File: src/rtl/ad5676_dac_cmd_arbiter.sv
// Packet/chain-granular arbiter sharing one ad5676 controller command port between
// two FWFT command FIFOs, with per-source packet counters and a starvation flag.
module ad5676_dac_cmd_arbiter #(
  parameter int DAC_WR_PAYLOAD = 4,
  parameter int CNT_WIDTH      = 16
) (
  input  logic                 clk,
  input  logic                 resetn,
  input  logic [31:0]          src0_word,
  input  logic                 src0_empty,
  output logic                 src0_rd_en,
  input  logic [31:0]          src1_word,
  input  logic                 src1_empty,
  output logic                 src1_rd_en,
  output logic [31:0]          cmd_word,
  output logic                 cmd_buf_empty,
  input  logic                 cmd_word_rd_en,
  input  logic                 dac_fault,
  output logic [1:0]           grant,
  output logic                 mid_pkt_starve,
  output logic [CNT_WIDTH-1:0] src0_pkt_cnt,
  output logic [CNT_WIDTH-1:0] src1_pkt_cnt
);

  localparam int WL_W = $clog2(DAC_WR_PAYLOAD + 1);

  typedef enum logic [1:0] {
    ARB  = 2'd0,
    OWN0 = 2'd1,
    OWN1 = 2'd2
  } state_t;

  state_t               state_q, state_d;
  logic                 last_grant_q, last_grant_d;  // 0 = src0, 1 = src1
  logic [WL_W-1:0]      words_left_q, words_left_d;
  logic                 chain_q, chain_d;
  logic [CNT_WIDTH-1:0] cnt0_q, cnt0_d, cnt1_q, cnt1_d;
  logic                 starve_q, starve_d;

  logic        own_empty;
  logic [31:0] own_word;
  logic        pop;

  // Zero-latency passthrough of the granted FIFO head
  always_comb begin
    own_word  = 32'd0;
    own_empty = 1'b1;
    case (state_q)
      OWN0: begin
        own_word  = src0_word;
        own_empty = src0_empty;
      end
      OWN1: begin
        own_word  = src1_word;
        own_empty = src1_empty;
      end
      default: ;
    endcase
  end

  assign grant          = {state_q == OWN1, state_q == OWN0};
  assign cmd_word       = own_word;
  assign cmd_buf_empty  = own_empty;
  assign pop            = cmd_word_rd_en & ~own_empty;
  assign src0_rd_en     = cmd_word_rd_en & grant[0] & ~src0_empty;
  assign src1_rd_en     = cmd_word_rd_en & grant[1] & ~src1_empty;
  assign mid_pkt_starve = starve_q;
  assign src0_pkt_cnt   = cnt0_q;
  assign src1_pkt_cnt   = cnt1_q;

  always_comb begin
    state_d      = state_q;
    last_grant_d = last_grant_q;
    words_left_d = words_left_q;
    chain_d      = chain_q;
    cnt0_d       = cnt0_q;
    cnt1_d       = cnt1_q;
    starve_d     = starve_q;

    if (dac_fault) begin
      state_d      = ARB;
      words_left_d = '0;
      chain_d      = 1'b0;
    end else begin
      case (state_q)
        ARB: begin
          if (!src0_empty && (src1_empty || last_grant_q)) begin
            state_d = OWN0;
          end else if (!src1_empty) begin
            state_d = OWN1;
          end
        end
        OWN0, OWN1: begin
          if (own_empty && ((words_left_q != '0) || chain_q)) begin
            starve_d = 1'b1;
          end
          if (pop) begin
            // Any pop with no payload outstanding is a header
            if (words_left_q == '0) begin
              words_left_d = (own_word[31:30] == 2'b01) ? WL_W'(DAC_WR_PAYLOAD) : '0;
              chain_d      = own_word[27];
            end else begin
              words_left_d = words_left_q - WL_W'(1);
            end
            if (words_left_d == '0) begin
              if (state_q == OWN0) begin
                if (cnt0_q != '1) cnt0_d = cnt0_q + CNT_WIDTH'(1);
              end else begin
                if (cnt1_q != '1) cnt1_d = cnt1_q + CNT_WIDTH'(1);
              end
              if (!chain_d) begin
                state_d      = ARB;
                last_grant_d = (state_q == OWN1);
              end
            end
          end
        end
        default: state_d = ARB;
      endcase
    end
  end

  always_ff @(posedge clk) begin
    if (!resetn) begin
      state_q      <= ARB;
      last_grant_q <= 1'b1;
      words_left_q <= '0;
      chain_q      <= 1'b0;
      cnt0_q       <= '0;
      cnt1_q       <= '0;
      starve_q     <= 1'b0;
    end else begin
      state_q      <= state_d;
      last_grant_q <= last_grant_d;
      words_left_q <= words_left_d;
      chain_q      <= chain_d;
      cnt0_q       <= cnt0_d;
      cnt1_q       <= cnt1_d;
      starve_q     <= starve_d;
    end
  end

endmodule

File: config.mk
export PLATFORM = sky130hd
export DESIGN_NAME = ad5676_dac_cmd_arbiter
export DESIGN_NICKNAME = d
export VERILOG_FILES = /design/src/rtl/ad5676_dac_cmd_arbiter.sv
export SDC_FILE = /design/constraint.sdc
export NUM_CORES = 1
export LEC_CHECK = 0
export BUFFER_PORTS_ARGS = -buffer_cell sky130_fd_sc_hd__buf_4
export CORE_MARGIN = 3
export CORE_UTILIZATION = 45
export DETAILED_ROUTE_END_ITERATION = 8
export HOLD_SLACK_MARGIN = 0.08
export MAX_ROUTING_LAYER = met4
export PLACE_DENSITY = 0.84
export SLEW_MARGIN = 25
export SYNTH_ARGS = -nofsm -noshare
export SYNTH_HDL_FRONTEND = slang
export SYNTH_SLANG_ARGS = --single-unit
File: constraint.sdc
create_clock -name clk -period 3 [get_ports clk]
set_input_delay 0.3 -clock clk [delete_from_list [all_inputs] [get_ports clk]]
set_output_delay 0.3 -clock clk [all_outputs]
set_load 0.005 [all_outputs]
==> flow_metrics.py, run 1 <==
metrics = {
    "power": {
        "power_density_nw_per_um2": 320.2,
        "power_leakage_nw": 1.461,
        "clkPwrFrac_pct": 38.5,
        "p_switching_mw": 0.2951,
        "irDropWorstVdd_v": 0.0003031,
        "seqPwrFrac_pct": 44.3,
        "p_sw_share_pct": 24.46,
        "power_frac_comb_pct": 17.2,
        "p_int_mw": 0.9112,
        "power_mw": 1.206,
    },
    "yosys": {
        "yosysTopAreaCellShare_pct": 31.39,
        "yosysMostFrequentCell": "nor2_1",
        "synth.avg_cell_area_sq_um": 7.460,
        "synth_seq_area_share_pct": 31.39,
        "syn_area_sq_um": 2551,
        "ys_top_cells_by_count": "46 x nor2_1, 40 x dfxtp_1, 32 x a21oi_1, 32 x a22oi_1, 20 x clkbuf_1",
        "yosysWarnings": 0,
        "syn-num-nets": 418,
        "async_flop_share_pct": 0,
        "synth-edff-count": 0,
        "ys_ff_latch": 40,
        "synth_cell_types": 40,
        "synth.area.top_cells": "dfxtp_1 31%, a22oi_1 9.4%, nor2_1 6.8%, a21oi_1 6.3%, or4_1 5.3%",
        "ys.flop_type": "dfxtp_1",
        "synth_top_area_cell": "dfxtp_1",
        "syn_inst": 342,
    },
    "clock_network": {
        "clock_latency_ns": 0.30,
        "cts_buffers": 5,
        "cts_sinks": 40,
        "clk_path_buf_depth": 2,
        "cts_tree": "done",
        "ctsHoldBuffers": 0,
        "cts.clk_slew.worst_paths_ns": 0.08,
        "postCtsResizedCells": 0,
        "cts-htree-levels": 2,
        "cts_root_buf": "clkbuf_8",
        "post_cts.repair.setup_buffers": 0,
    },
    "global_route": {
        "grt_most_used_layer": "met2",
        "grt_max_degree": 33,
        "grt_pass1_vias": 2859,
        "grt-ovfl-total": 0,
        "grt_pass1_wl_um": 13390,
        "gr-usage-met3_pct": 7.317,
        "antenna_found_initial": 0,
        "grtUsageTotal_pct": 26.01,
        "use_met1_pct": 28.91,
        "use_met2_pct": 44.71,
    },
    "placement": {
        "place_congestion": 0.8440,
        "dp.cells": 534,
        "hpwlAfterDp_um": 6528,
        "numPortBuffers": 139,
        "placed_area_sq_um": 3646,
    },
    "route": {
        "first_iter_violations": 193,
        "routed_via_density": 5.812,
        "drcViolationCount": 0,
        "dr.pass1.iters": 4,
        "via_count": 3150,
        "ant_nets": 0,
        "wl_per_cell_um": 15.88,
        "drt-total-wl_um": 8605,
    },
    "sta": {
        "setup_viol": 0,
        "slew-limit-headroom_pct": 45.55,
        "slew_violations": 0,
        "fin_tns_setup_ns": 0,
        "fmax_mhz": 399.0,
        "tightestPinTransition_ns": 0.8065,
        "rsz0062_at_grt": "false",
        "period_share_pct": 83.53,
        "finClkSkew_ns": 0.01296,
        "period_minus_slack_ns": 2.506,
        "holdWs_ns": 0.2921,
        "hold_viol": 0,
    },
    "worst_setup_path": {
        "path_cells": "inv_1 -> ha_1 -> buf_4 -> a22oi_1 -> and3_1 -> nand4_1 -> or4_1 -> a21oi_1",
        "slowest_delay_ns": 0.60,
        "worstSetupPathType": "reg2reg",
        "critPathSlowestCell": "or4_1",
        "cp.arrival_ns": 2.73,
        "cp-end-kind": "register",
        "worstPathMaxFanout": 12,
        "crit_required_ns": 3.22,
        "critPathLaunchType": "register",
    },
    "hold_path": {
        "hold_path.class": "in2reg",
    },
    "final_layout": {
        "fin_nets": 547,
        "drive_gt1_share_pct": 33.47,
        "fill_cells": 461,
        "area_delta_synth_final_pct": 47.67,
        "final_area_sq_um": 3767,
        "n_antenna_cell": 0,
        "final_cells": 542,
    },
    "floorplan": {
        "initial_utilization_pct": 48.11,
        "io-pin-count": 140,
        "core_sq_um": 5303,
        "dieArea_sq_um": 6609,
        "die_h_um": 81.30,
        "dieWidth_um": 81.30,
        "fp-row-count": 26,
    },
    "outcome": {
        "outcome": "complete, no violations",
    },
    "job": {
        "cap_violations": 0,
    },
}
==> worst paths after layout <==
check	start	to	slack (ns)	cells past startpoint
worst max register to register	state_q[0]	src1_pkt_cnt[15]	0.49	8
worst max-delay path	state_q[0]	src1_pkt_cnt[15]	0.49	8
worst min-delay path	resetn	last_grant_q	0.29	2
worst min register to register	state_q[1]	state_q[1]	0.48	2
==> cell usage in the layout (no fill, tap or decap), types with 2 or more instances in the layout <==
cell type / n
mux2i_1: 6
dfxtp_1: 40
o21a_1: 4
o21ai_0: 14
nand2_1: 18
ha_1: 6
o31ai_1: 17
a22oi_1: 32
nor3_1: 4
buf_4: 147
nand3_1: 15
nand3b_1: 2
o311ai_0: 2
o22ai_1: 2
nand2b_1: 6
and3_1: 3
nor4_1: 4
nand4_1: 8
or4_1: 18
a21oi_1: 32
clkbuf_8: 6
or3_1: 11
inv_1: 12
nor2_1: 46
==> power by group through the flow <==
stage	Clock, mW	Sequential [mW]	Combinational (mW)
floorplan	0	0.547	0.0945
global placement	0	0.547	0.202
detailed placement	0	0.547	0.207
CTS	0.470	0.535	0.208
global route	0.492	0.535	0.227
finish	0.464	0.535	0.207
==> metrics by stage <==
step / utilization (%) / setup slack, ns
3_3_place_gp: 68.76 / 0.6025
6_report: 71.05 / 0.4940
2_1_floorplan: - / 0.7662
5_1_grt: 71.05 / 0.2177
3_5_place_dp: 68.76 / 0.4901
4_1_cts: 71.05 / 0.4842
==> worst max-delay path, delay by kind of cell (launching register included) <==
kind            cells  cell delay (ns)
compound gates      2             0.38
simple gates        3             1.21
fa+ha+maj           1             0.24
buf+inv             2             0.26
flops               1             0.36
==> logic make-up (layout without fill, tap and decap cells) <==
kind of cell    count (synthesis)  count (layout)  share of synthesized area (%)
buf+inv                        37             167                          5.542
fa+ha+maj                       6               6                          2.943
simple gates                  144             144                          29.67
mux                             6               6                          2.354
flops                          40              40                          31.39
compound gates                109             109                          28.10
==> cell type report <==
type | instances | area [sq um] | share of cell area [%]
Tap cell | 70 | 87.58 | 2.325
Clock buffer | 6 | 82.58 | 2.192
Multi-Input combinational cell | 265 | 1609 | 42.71
Clock inverter | 2 | 38.79 | 1.030
Timing Repair Buffer | 147 | 1104 | 29.29
Sequential cell | 40 | 800.8 | 21.26
Inverter | 12 | 45.04 | 1.196
==> sequential cells by signal, indices dropped and copies added (netlist names) <==
signal and count:
mid_pkt_starve 1, src1_pkt_cnt 16, chain_q 1, words_left_q 3, src0_pkt_cnt 16, last_grant_q 1
state_q 2
==> metal layers <==
layer,share of wire [%],vias up,wire (um)
met2,50,137,4308
li1,-,1550,-
met3,10,14,872
met4,1.7,0,150
met1,38,1449,3273
met5,0,-,0
Note: power is estimated with default switching activity, not from simulation.
==> run 2, diff against run 1 <==
--- a/config.mk
+++ b/config.mk
@@ -7,11 +7,11 @@
 export LEC_CHECK = 0
 export BUFFER_PORTS_ARGS = -buffer_cell sky130_fd_sc_hd__buf_4
 export CORE_MARGIN = 3
-export CORE_UTILIZATION = 45
+export CORE_UTILIZATION = 41
 export DETAILED_ROUTE_END_ITERATION = 8
 export HOLD_SLACK_MARGIN = 0.08
 export MAX_ROUTING_LAYER = met4
-export PLACE_DENSITY = 0.84
+export PLACE_DENSITY = 0.81
 export SLEW_MARGIN = 25
 export SYNTH_ARGS = -nofsm -noshare
 export SYNTH_HDL_FRONTEND = slang
==> constraint.sdc (replaced) <==
create_clock -name clk -period 2.3 [get_ports clk]
set_input_delay 0.23 -clock clk [delete_from_list [all_inputs] [get_ports clk]]
set_output_delay 0.23 -clock clk [all_outputs]
set_load 0.005 [all_outputs]
==> flow_metrics.py, run 2 (synthesized netlist as in run 1, its figures left out) <==
metrics = {
    "worst_setup_path": {
        "critPathSlowestCell": "or4_1",
        "worstSetupPathType": "reg2reg",
        "cp-end-kind": "register",
        "path_cells": "inv_1 -> ha_4 -> buf_6 -> a41oi_4 -> nand3_4 -> clkbuf_16 -> or4_1 -> a21oi_1",
        "slowest_delay_ns": 0.51,
        "cp.arrival_ns": 2.47,
        "crit_required_ns": 2.53,
        "worstPathMaxFanout": 12,
        "critPathLaunchType": "register",
    },
    "final_layout": {
        "mostFrequentLayoutCell": "buf_4",
        "fill_cells": 508,
        "final_cell_mix": "167 x buf_4, 46 x nor2_1, 38 x dfxtp_1",
        "drive_gt1_share_pct": 38.71,
        "fin_nets": 571,
        "n_antenna_cell": 0,
        "area_delta_synth_final_pct": 59.74,
    },
    "outcome": {
        "outcome": "complete, no violations",
    },
    "global_route": {
        "grt_pass1_vias": 3006,
        "grt_pass1_wl_um": 14220,
        "grt_max_degree": 32,
        "grtUsageTotal_pct": 24.55,
        "antenna_found_initial": 0,
        "grt-ovfl-total": 0,
    },
    "floorplan": {
        "initial_utilization_pct": 42.59,
        "core_sq_um": 5991,
        "die_h_um": 84.88,
        "fp-row-count": 28,
        "dieArea_sq_um": 7205,
        "io-pin-count": 140,
        "dieWidth_um": 84.88,
    },
    "sta": {
        "fin_tns_setup_ns": 0,
        "holdWs_ns": 0.2118,
        "period_minus_slack_ns": 2.237,
        "period_share_pct": 97.27,
        "setup_viol": 0,
        "tightestPinTransition_ns": 0.8452,
        "fmax_mhz": 447.0,
        "slew-limit-headroom_pct": 42.94,
        "slew_violations": 0,
        "hold_viol": 0,
        "finClkSkew_ns": 0.002979,
    },
    "job": {
        "cap_violations": 0,
    },
    "route": {
        "dr.pass1.iters": 4,
        "drcViolationCount": 0,
        "ant_nets": 0,
        "wl_per_cell_um": 15.93,
        "via_count": 3247,
        "first_iter_violations": 133,
        "drt-total-wl_um": 9095,
        "routed_via_density": 5.687,
    },
    "clock_network": {
        "ctsHoldBuffers": 0,
        "clock_latency_ns": 0.30,
        "cts-htree-levels": 2,
        "cts_tree": "done",
        "clk_path_buf_depth": 2,
        "cts_sinks": 40,
        "cts_root_buf": "clkbuf_8",
        "cts_buffers": 5,
        "cts.clk_slew.worst_paths_ns": 0.08,
    },
    "power": {
        "power_density_nw_per_um2": 371.8,
        "power_mw": 1.515,
        "power_leakage_nw": 1.590,
        "irDropWorstVdd_v": 0.0004136,
    },
    "placement": {
        "numPortBuffers": 139,
        "place_congestion": 0.8905,
        "hpwlAfterDp_um": 6640,
    },
    "hold_path": {
        "hold_path.class": "in2reg",
    },
}
-- run 2: cell types whose count changed in the layout (fill, tap and decap cells not counted), moves of 2 or more --
cell	before	now
buf_4	147	167
ha_1	6	2
ha_4	0	4
a21oi_1	32	30
a21oi_2	0	2
clkbuf_1	0	2
clkbuf_16	0	2
dfxtp_1	40	38
-- run 2: stage by stage --
stage | instances | worst slack (ns) | utilization (%) | instance area [sq um]
2_1_floorplan | 342 | 0.06616 | - | 2551
3_3_place_gp | 560 | 0.1323 | 63.60 | 3810
3_5_place_dp | 560 | 0.04111 | 63.60 | 3810
4_1_cts | 568 | 0.01847 | 65.10 | 3900
5_1_grt | 571 | -0.03142 | 68.02 | 4075
6_report | 571 | 0.06282 | 68.02 | 4075
-- run 2: timing repair --
item                                    CTS  global route
buffers inserted                          0             1
endpoints found under the setup margin    0            27
resized for setup                         0            23
-- run 2: layout make-up --
type | instances | area (sq um) | share of cell area (%)
multi-input cells | 265 | 1705 | 41.85
repair buffers | 171 | 1335 | 32.76
flip-flops and latches | 40 | 805.8 | 19.77
well taps | 75 | 93.84 | 2.303
clock buffers | 8 | 90.09 | 2.211
inverters | 12 | 45.04 | 1.105
-- run 2: power by group --
part | internal, mW | switching, mW | leakage, nW | total, mW
Sequential | 0.695 | 0.00242 | 0.323 | 0.697
Clock | 0.245 | 0.248 | 0.0455 | 0.492
Combinational | 0.176 | 0.150 | 1.22 | 0.325
-- run 2: critical path, delay by kind of cell (launching register included) --
family                     cells  cell delay [ns]
DFF                            1             0.36
adders and majority gates      1             0.23
buffers and inverters          3             0.48
AOI/OAI and AO/OA              2             0.43
and+or+nand+nor                2             0.68
-- run 2: layer usage --
metal	track usage, %	share of wire, %	vias up
met4	4.892	1.3	0
met2	41.21	50	119
met5	-	0	-
met3	3.883	6.8	9
met1	31.49	42	1521
li1	-	-	1598
-- run 2: worst paths after layout --
| path | start | depth (start not counted) | endpoint | slack [ns] |
|---|---|---|---|---|
| max | state_q[1] | 8 | src0_pkt_cnt[12] | 0.06 |
| min | resetn | 2 | last_grant_q | 0.21 |
| max reg2reg | state_q[1] | 8 | src0_pkt_cnt[12] | 0.06 |
| min reg2reg | mid_pkt_starve | 2 | mid_pkt_starve | 0.47 |
==> run 3, diff against run 2 <==
--- a/config.mk
+++ b/config.mk
@@ -7,11 +7,12 @@
 export LEC_CHECK = 0
 export BUFFER_PORTS_ARGS = -buffer_cell sky130_fd_sc_hd__buf_4
 export CORE_MARGIN = 3
-export CORE_UTILIZATION = 41
+export CORE_UTILIZATION = 42
+export CTS_BUF_LIST = sky130_fd_sc_hd__clkbuf_4
 export DETAILED_ROUTE_END_ITERATION = 8
 export HOLD_SLACK_MARGIN = 0.08
 export MAX_ROUTING_LAYER = met4
-export PLACE_DENSITY = 0.81
+export PLACE_DENSITY = 0.82
 export SLEW_MARGIN = 25
 export SYNTH_ARGS = -nofsm -noshare
 export SYNTH_HDL_FRONTEND = slang
==> flow_metrics.py, run 3 (synthesized netlist as in run 1, its figures left out) <==
metrics = {
    "final_layout": {
        "mostFrequentLayoutCell": "buf_4",
        "area_delta_synth_final_pct": 54.49,
        "n_antenna_cell": 0,
        "final_cell_mix": "166 x buf_4, 45 x nor2_1, 38 x dfxtp_1",
        "final_cells": 565,
        "fin_nets": 568,
        "fill_cells": 489,
        "layout.area.seq_sq_um": 803.3,
        "multi_input_area_sq_um": 1632,
        "drive_gt1_share_pct": 37.93,
    },
    "worst_setup_path": {
        "worstPathMaxFanout": 14,
        "reg2reg_slack_ns": 0.08,
        "crit_required_ns": 2.59,
        "reg2reg_from": "words_left_q[0]",
        "cp.arrival_ns": 2.50,
        "worstSetupPathType": "reg2reg",
        "r2r-end": "src0_pkt_cnt[5]",
        "critPathLaunchType": "register",
        "r2r_cells": 8,
        "cp-end-kind": "register",
    },
    "global_route": {
        "grt_pass1_wl_um": 14520,
        "grtUsageTotal_pct": 25.37,
        "grt-ovfl-total": 0,
        "grt_pass1_vias": 2892,
        "antenna_found_initial": 0,
        "grt_max_degree": 32,
    },
    "hold_path": {
        "hold_path.class": "in2reg",
        "min_path_cells": 2,
        "min-delay-start": "resetn",
        "hold_path_end": "last_grant_q",
    },
    "route": {
        "dr.pass1.iters": 5,
        "wl_per_cell_um": 16.25,
        "routed_via_density": 5.860,
        "drcViolationCount": 0,
        "ant_nets": 0,
        "first_iter_violations": 137,
        "via_count": 3311,
        "drt-total-wl_um": 9181,
    },
    "job": {
        "cap_violations": 0,
    },
    "clock_network": {
        "cts_root_buf": "clkbuf_4",
        "clk_path_buf_depth": 2,
        "cts_sinks": 40,
        "ctsHoldBuffers": 0,
        "cts_tree": "done",
        "cts_buffers": 5,
        "clock_latency_ns": 0.36,
        "cts-htree-levels": 2,
        "cts.clk_slew.worst_paths_ns": 0.12,
    },
    "sta": {
        "tightestPinTransition_ns": 0.4766,
        "slew-limit-headroom_pct": 67.93,
        "slew_violations": 0,
        "period_share_pct": 96.31,
        "setup_viol": 0,
        "hold_viol": 0,
        "period_minus_slack_ns": 2.215,
        "fmax_mhz": 451.4,
        "finClkSkew_ns": 0.009082,
    },
    "placement": {
        "dp.cells": 554,
        "numPortBuffers": 139,
        "hpwlAfterDp_um": 6822,
        "place_congestion": 0.8877,
    },
    "floorplan": {
        "dieWidth_um": 83.94,
        "die_h_um": 83.94,
        "initial_utilization_pct": 44.95,
        "io-pin-count": 140,
        "fp-row-count": 27,
        "dieArea_sq_um": 7045,
        "core_sq_um": 5675,
    },
    "outcome": {
        "outcome": "complete, no violations",
    },
    "power": {
        "power_leakage_nw": 1.554,
        "power_mw": 1.476,
        "power_density_nw_per_um2": 374.5,
        "irDropWorstVdd_v": 0.0003420,
    },
}
[run 3: what timing repair did]
item                                    4_1_cts  5_1_grt
endpoints found under the setup margin        1       23
resized for setup                             1       10
cloned                                        0        1
buffers inserted                              0        2
pin swaps                                     1        3
[run 3: where the power goes]
group | total (mW) | switching, mW | internal [mW]
Clock | 0.471 | 0.244 | 0.227
Sequential | 0.699 | 0.00257 | 0.697
Combinational | 0.306 | 0.144 | 0.162
Total | 1.48 | 0.391 | 1.09
[run 3: how the worst max path moves through the flow]
stage	start	end	slack, ns	cells past startpoint
final	words_left_q[0]	src0_pkt_cnt[5]	0.08	8
after global routing	words_left_q[0]	src1_pkt_cnt[10]	-0.03	8
after CTS	state_q[0]	src0_pkt_cnt[5]	0.02	8
after detailed placement	state_q[0]	src0_pkt_cnt[5]	-0.006	8
after global placement	state_q[0]	src0_pkt_cnt[11]	0.13	8
after floorplan	state_q[0]	src0_pkt_cnt[5]	0.07	9
[run 3: metrics by stage]
| step | cell area, sq um | setup slack, ns | utilization [%] | TNS [ns] | hold WS [ns] |
|---|---|---|---|---|---|
| floorplan | 2551 | 0.06616 | - | 0 | 0.4339 |
| global placement | 3784 | 0.1253 | 66.67 | 0 | 0.4628 |
| detailed placement | 3784 | -0.006334 | 66.67 | -0.006334 | 0.4653 |
| CTS | 3867 | 0.02424 | 68.14 | 0 | 0.1431 |
| global route | 3941 | -0.03082 | 69.44 | -0.2267 | 0.1695 |
| finish | 3941 | 0.08476 | 69.44 | 0 | 0.1648 |
[run 3: layout make-up]
cell class	count	area share [%]
well taps	72	2.286
clock buffers	5	0.9524
inverters	12	1.143
multi-input cells	265	41.40
repair buffers	168	32.76
flip-flops and latches	40	20.38
clock inverters	3	1.079
[run 3: critical path, cell delays in order, from the launching register on]
cell,delay [ns]
dfxtp_1,0.37
nor2_1,0.13
ha_1,0.31
nor2_1,0.09
a41oi_2,0.25
nand3_2,0.16
buf_12,0.18
or4_1,0.51
a21oi_1,0.16
[run 3: layer usage]
layer	part of all wire, %	GRT usage [%]	vias up
met5	0	-	-
met4	1.4	6.433	0
met3	7.2	4.837	13
met2	50	43.24	156
met1	41	30.81	1547
li1	-	-	1595
